File: src/rtl/idct8_pkg.sv
// idct8_pkg: shared widths and the per-sample saturation helper for the IDCT row collector.
package idct8_pkg;
    localparam int N_PTS = 8;
    localparam int IN_W  = 25;
    localparam int OUT_W = 16;
    localparam logic signed [IN_W-1:0] SAT_MAX = IN_W'((1 << (OUT_W-1)) - 1);
    localparam logic signed [IN_W-1:0] SAT_MIN = -SAT_MAX - 1;
    typedef struct packed {
        logic             clip;
        logic [OUT_W-1:0] val;
    } sat_t;
    function automatic sat_t sat_clip(input logic signed [IN_W-1:0] x);
        sat_t r;
        r.clip = (x > SAT_MAX) || (x < SAT_MIN);
        r.val  = x > SAT_MAX ? SAT_MAX[OUT_W-1:0] : x < SAT_MIN ? SAT_MIN[OUT_W-1:0] : x[OUT_W-1:0];
        return r;
    endfunction
endpackage

File: src/rtl/idct8_row_fifo.sv
// idct8_row_fifo: generic show-ahead synchronous FIFO; a push into a full FIFO lands only if a pop frees a slot the same cycle.
module idct8_row_fifo #(
    parameter int WIDTH = 8,
    parameter int DEPTH = 4,
    localparam int AW = $clog2(DEPTH)
) (
    input  logic             clk,
    input  logic             reset,
    input  logic             push,
    input  logic             pop,
    input  logic [WIDTH-1:0] din,
    output logic [WIDTH-1:0] dout,
    output logic             full,
    output logic             empty,
    output logic [AW:0]      count
);
    logic [WIDTH-1:0] mem [DEPTH];
    logic [AW-1:0] wp, rp;
    logic wr, rd;
    assign full  = count == (AW+1)'(DEPTH);
    assign empty = count == '0;
    assign rd    = pop && !empty;
    assign wr    = push && (!full || rd);
    assign dout  = empty ? '0 : mem[rp];
    always_ff @(posedge clk) begin
        if (reset) begin
            wp    <= '0;
            rp    <= '0;
            count <= '0;
        end else begin
            if (wr) begin
                mem[wp] <= din;
                wp      <= wp + 1'b1;
            end
            if (rd) rp <= rp + 1'b1;
            count <= count + (AW+1)'(wr) - (AW+1)'(rd);
        end
    end
endmodule

File: src/rtl/idct8_row_collector.sv
// idct8_row_collector: de-skews the 8 systolic stage outputs, saturates them and queues packed rows.
module idct8_row_collector import idct8_pkg::*; #(
    parameter int FIFO_DEPTH = 4
) (
    input  logic                          clk,
    input  logic                          reset,
    input  logic                          row_valid_in,
    input  logic signed [IN_W-1:0]        d_out_1,
    input  logic signed [IN_W-1:0]        d_out_2,
    input  logic signed [IN_W-1:0]        d_out_3,
    input  logic signed [IN_W-1:0]        d_out_4,
    input  logic signed [IN_W-1:0]        d_out_5,
    input  logic signed [IN_W-1:0]        d_out_6,
    input  logic signed [IN_W-1:0]        d_out_7,
    input  logic signed [IN_W-1:0]        d_out_8,
    output logic [N_PTS*OUT_W-1:0]        row_data,
    output logic                          row_sat,
    output logic                          row_valid,
    input  logic                          row_ready,
    output logic [$clog2(FIFO_DEPTH):0]   fifo_count,
    output logic                          overflow
);
    logic signed [IN_W-1:0] din [N_PTS];
    logic signed [IN_W-1:0] aligned [N_PTS];
    sat_t s [N_PTS];
    logic [N_PTS-1:1] vp;
    logic [N_PTS*OUT_W-1:0] push_data;
    logic push_sat, full, empty, pop;
    assign din = '{d_out_1, d_out_2, d_out_3, d_out_4, d_out_5, d_out_6, d_out_7, d_out_8};
    always_ff @(posedge clk) begin
        if (reset) vp <= '0;
        else vp <= {vp[N_PTS-2:1], row_valid_in};
    end
    // Stage g+1 arrives g cycles late, so it needs N_PTS-1-g delay stages to line up with the last stage.
    for (genvar g = 0; g < N_PTS-1; g++) begin : g_skew
        localparam int L = N_PTS-1-g;
        logic signed [IN_W-1:0] sr [L];
        always_ff @(posedge clk) begin
            if (reset) begin
                for (int k = 0; k < L; k++) sr[k] <= '0;
            end else begin
                sr[0] <= din[g];
                for (int k = 1; k < L; k++) sr[k] <= sr[k-1];
            end
        end
        assign aligned[g] = sr[L-1];
    end
    assign aligned[N_PTS-1] = din[N_PTS-1];
    for (genvar g = 0; g < N_PTS; g++) begin : g_sat
        assign s[g] = sat_clip(aligned[g]);
        assign push_data[g*OUT_W +: OUT_W] = s[g].val;
    end
    always_comb begin
        push_sat = 1'b0;
        for (int i = 0; i < N_PTS; i++) push_sat = push_sat | s[i].clip;
    end
    assign row_valid = !empty;
    assign pop = row_valid && row_ready;
    idct8_row_fifo #(.WIDTH(N_PTS*OUT_W+1), .DEPTH(FIFO_DEPTH)) u_fifo (
        .clk   (clk),
        .reset (reset),
        .push  (vp[N_PTS-1]),
        .pop   (pop),
        .din   ({push_sat, push_data}),
        .dout  ({row_sat, row_data}),
        .full  (full),
        .empty (empty),
        .count (fifo_count)
    );
    always_ff @(posedge clk) begin
        if (reset) overflow <= 1'b0;
        else if (vp[N_PTS-1] && full && !pop) overflow <= 1'b1;
    end
endmodule

File: config.mk
export PLATFORM = sky130hd
export DESIGN_NAME = idct8_row_collector
export DESIGN_NICKNAME = d
export VERILOG_FILES = /design/src/rtl/idct8_pkg.sv /design/src/rtl/idct8_row_fifo.sv /design/src/rtl/idct8_row_collector.sv
export SDC_FILE = /design/constraint.sdc
export NUM_CORES = 1
export LEC_CHECK = 0
export ABC_AREA = 1
export CAP_MARGIN = 20
export CORE_ASPECT_RATIO = 0.5
export CORE_UTILIZATION = 35
export DETAILED_ROUTE_END_ITERATION = 7
export PLACE_DENSITY = 0.52
export SLEW_MARGIN = 20
export SYNTH_ARGS = -nofsm -noshare
export SYNTH_HDL_FRONTEND = slang
export SYNTH_SLANG_ARGS = --single-unit
File: constraint.sdc
create_clock -name clk -period 6.68 [get_ports clk]
set_clock_uncertainty 0.1 [all_clocks]
set_input_delay 0.668 -clock clk [delete_from_list [all_inputs] [get_ports clk]]
set_output_delay 0.668 -clock clk [all_outputs]
set_load 0.01 [all_outputs]
==> metrics.md <==
| Metric | Value |
|---|---|
| Design Area, Final | 50300 sq um |
| Die X-Extent | 492 um |
| First-pass DRT Iterations | 8 |
| Setup_tns | 0 ns |
| Power per cell area | 361 nW/um^2 |
| Max IR drop VDD | 407 uV |
| Vias in the first global route | 25.4k |
| Avg Inst Size Synth | 9.99 sq um |
| Synth Register Bits | 1233 |
| Fin nets | 4674 |
| CTS clk-pin slew, worst paths | 0.07 ns |
| Adder-cell share of the synthesized area | 0.227% |
| Pleak | 19.5 nW |
| GRT Total Usage | 14.9% |
| Clock Sinks | 1233 |
| Status | complete, but fails checks |
| Leading area contributor after synthesis | edfxtp_1 |
| CORE AREA | 118000 sq um |
| Ys flop type | dfxtp_1 |
| Met1 Wirelength | 42000 um |
| Mapped Nets | 4411 |
| Crit end category | primary output |
| Antenna violations before repair | 0 |
| Post-CTS resize count | 0 |
| R2R depth | 11 |
| Clk root buf | clkbuf_16 |
| Share of the synthesized area in the top cell type | 36.9% |
| # port buffers | 337 |
| CP Launch Type | flip-flop |
| Failing checks | design-rule violations |
| Initial Utilization | 35.5% |
| Area after DPL | 46600 sq um |
| Routability cong. | 0.745 |
| Die Height | 247 um |
| Post-synth ARST share | 0% |
| Grt total ovfl | 0 |
| XOR/XNOR Fraction of Synth Area | 0.0209% |
| Post-CTS Setup Inserts | 0 |
| Synth cell count leaders | nor2_1, inv_1, dfxtp_1 |
| Max-slew violations | 0 |
| Final Cycle Share | 71.1% |
| DR iter-0 viols | 1480 |
| RSZ-0062 raised after global routing | false |
| Critical path class | reg -> out |
| Drt drc | 10 |
| Top sig layer | met4 |
| Ys Warns | 0 |
| Post-synthesis compound-gate area fraction | 4.99% |
| Wire length of the first global-routing pass | 141000 um |
| IO Count | 338 |
| Synth Area in Simple Gates | 14.4% |
| Max Root-Sink Buffers | 3 |
| Max-capacitance violation count | 0 |
| HP Class | reg -> reg |
| Final hold viol count | 0 |
| Mapped cell area | 42000 sq um |
| Slew @ Worst Pin | 1.04 ns |
| Synth Instances | 4200 |
| Slew HR | 30.7% |
| DR vias/cell | 4.24 |
| Count of different cell masters after synthesis | 28 |
| Critical path fanouts, max | 84 |
| Post-route ant nets | 0 |
| DR WL/cell | 14.7 um |
| Mux contribution to synthesized area | 0% |
| CTS tree | done |
| Die area | 121000 sq um |
| Critical Path RT | 5.91 ns |
| Via count | 26.0k |
| Critical path arrival | 3.98 ns |
| Final WL | 90600 um |
| Largest family of logic cells by synthesized area | simple AND/OR/NAND/NOR gates |
| Share of cells above drive strength 1 | 4.61% |
| Seq/Total Area, Yosys | 71.1% |
| Met3 WL | 3230 um |
| Count leader, synth | nor2_1 |
| Final setup violation count | 0 |
| H-Tree Depth | 3 |
| Hold-critical path depth | 2 |
| Min cycle time layout | 4.75 ns |
| Post-synth EDFFs | 516 |
| Hold Buf Count CTS | 0 |
| Largest net degree at the start of global routing | 238 |
| Clock latency on the worst-skew pair | 0.71 ns |
| Fmax | 211 MHz |
| Total CTS buffers | 109 |
| P&R area growth vs syn | 19.9% |
| Site Rows | 89 |
| WL met2 | 43800 um |
| Synth area leaders | edfxtp_1, dfxtp_1, nor2_1 |
| DP Wirelength | 52400 um |
## cell type report
cell class	count	area (sq um)
flip-flops and latches	1233	29900
clock buffers	153	3230
diodes	1	2.50
well taps	1592	1990
repair buffers	355	3610
multi-input cells	2007	8260
clock inverters	46	502
fillers	11400	68100
inverters	757	2860
## through the flow
stage | worst slack, ns | instances | hold WS (ns) | util (%) | power, mW
finish | 1.93 | 6144 | 0.283 | 42.5 | 18.1
CTS | 1.67 | 6143 | 0.288 | 42.5 | 18.5
floorplan | -0.626 | 4200 | 0.288 | - | 10.0
global placement | 2.46 | 5943 | 0.289 | 39.3 | 11.9
global route | 1.64 | 6143 | 0.305 | 42.5 | 19.0
detailed placement | 2.49 | 5944 | 0.292 | 39.3 | 11.9
## cell families after synthesis
kind of cell / count (synthesis)
buffers and inverters: 960
adder cells (fa/ha/maj): 7
AO/OA/AOI/OAI: 413
AND/OR/NAND/NOR: 1586
XOR/XNOR: 1
flip-flops: 1233
## power breakdown
part	leakage, nW	switching [mW]	total (mW)	internal [mW]
clock	1.84	2.76	6.48	3.72
sequential	10.6	0.115	8.13	8.02
combinational	7.08	2.09	3.53	1.44
total	19.5	4.96	18.1	13.2
## critical path, cell delays in order (launching register included)
cell,delay (ns)
dfxtp_4,0.97
inv_6,0.54
buf_4,0.51
nor2_1,0.16
o21ai_1,0.08
a21oi_1,0.34
clkdlybuf4s50_1,0.61
## cells in the final DEF (no fill, tap or decap), drive strengths merged
cell type	Yosys	final
fa	1	1
bufinv	0	9
edfxtp	516	516
clkdlybuf4s50	0	336
clkinvlp	0	4
nand3b	3	3
nand3	14	14
clkbuf	37	153
nor3b	4	4
ha	6	6
nand2	163	163
a21oi	135	135
or2	1	1
nor2	1399	1399
buf	166	19
a211oi	1	1
a21boi	4	4
o21ai	273	273
nand4	1	1
clkinv	0	28
dfxtp	717	717
xor2	1	1
inv	757	762
nor3	1	1
diode	0	1
## worst paths after layout
check	from	to	slack [ns]
worst max-delay path	flip-flop	row_data[17]	1.93
worst min-delay path	g_skew[1].sr[1][24]$_SDFF_PP0_	g_skew[1].sr[2][24]$_SDFF_PP0_	0.28
worst max register to register	u_fifo.count[2]$_SDFF_PP0_	u_fifo.count[2]$_SDFF_PP0_	3.73
worst min register to register	g_skew[1].sr[1][24]$_SDFF_PP0_	g_skew[1].sr[2][24]$_SDFF_PP0_	0.28
## routing by layer
layer  vias up  GRT usage (%)
met3       122           2.74
met2       363           25.5
met5         -              0
li1      13300              -
met1     12300           19.4
met4         0           3.76
## sequential cells by signal (all words and copies together) (netlist names), named ones only
signal and cells:
u_fifo.count 3, u_fifo.rp 2, u_fifo.mem 516, overflow 1
vp 7, g_skew.sr 700, u_fifo.wp 2
(Power assumes the default switching activity.)
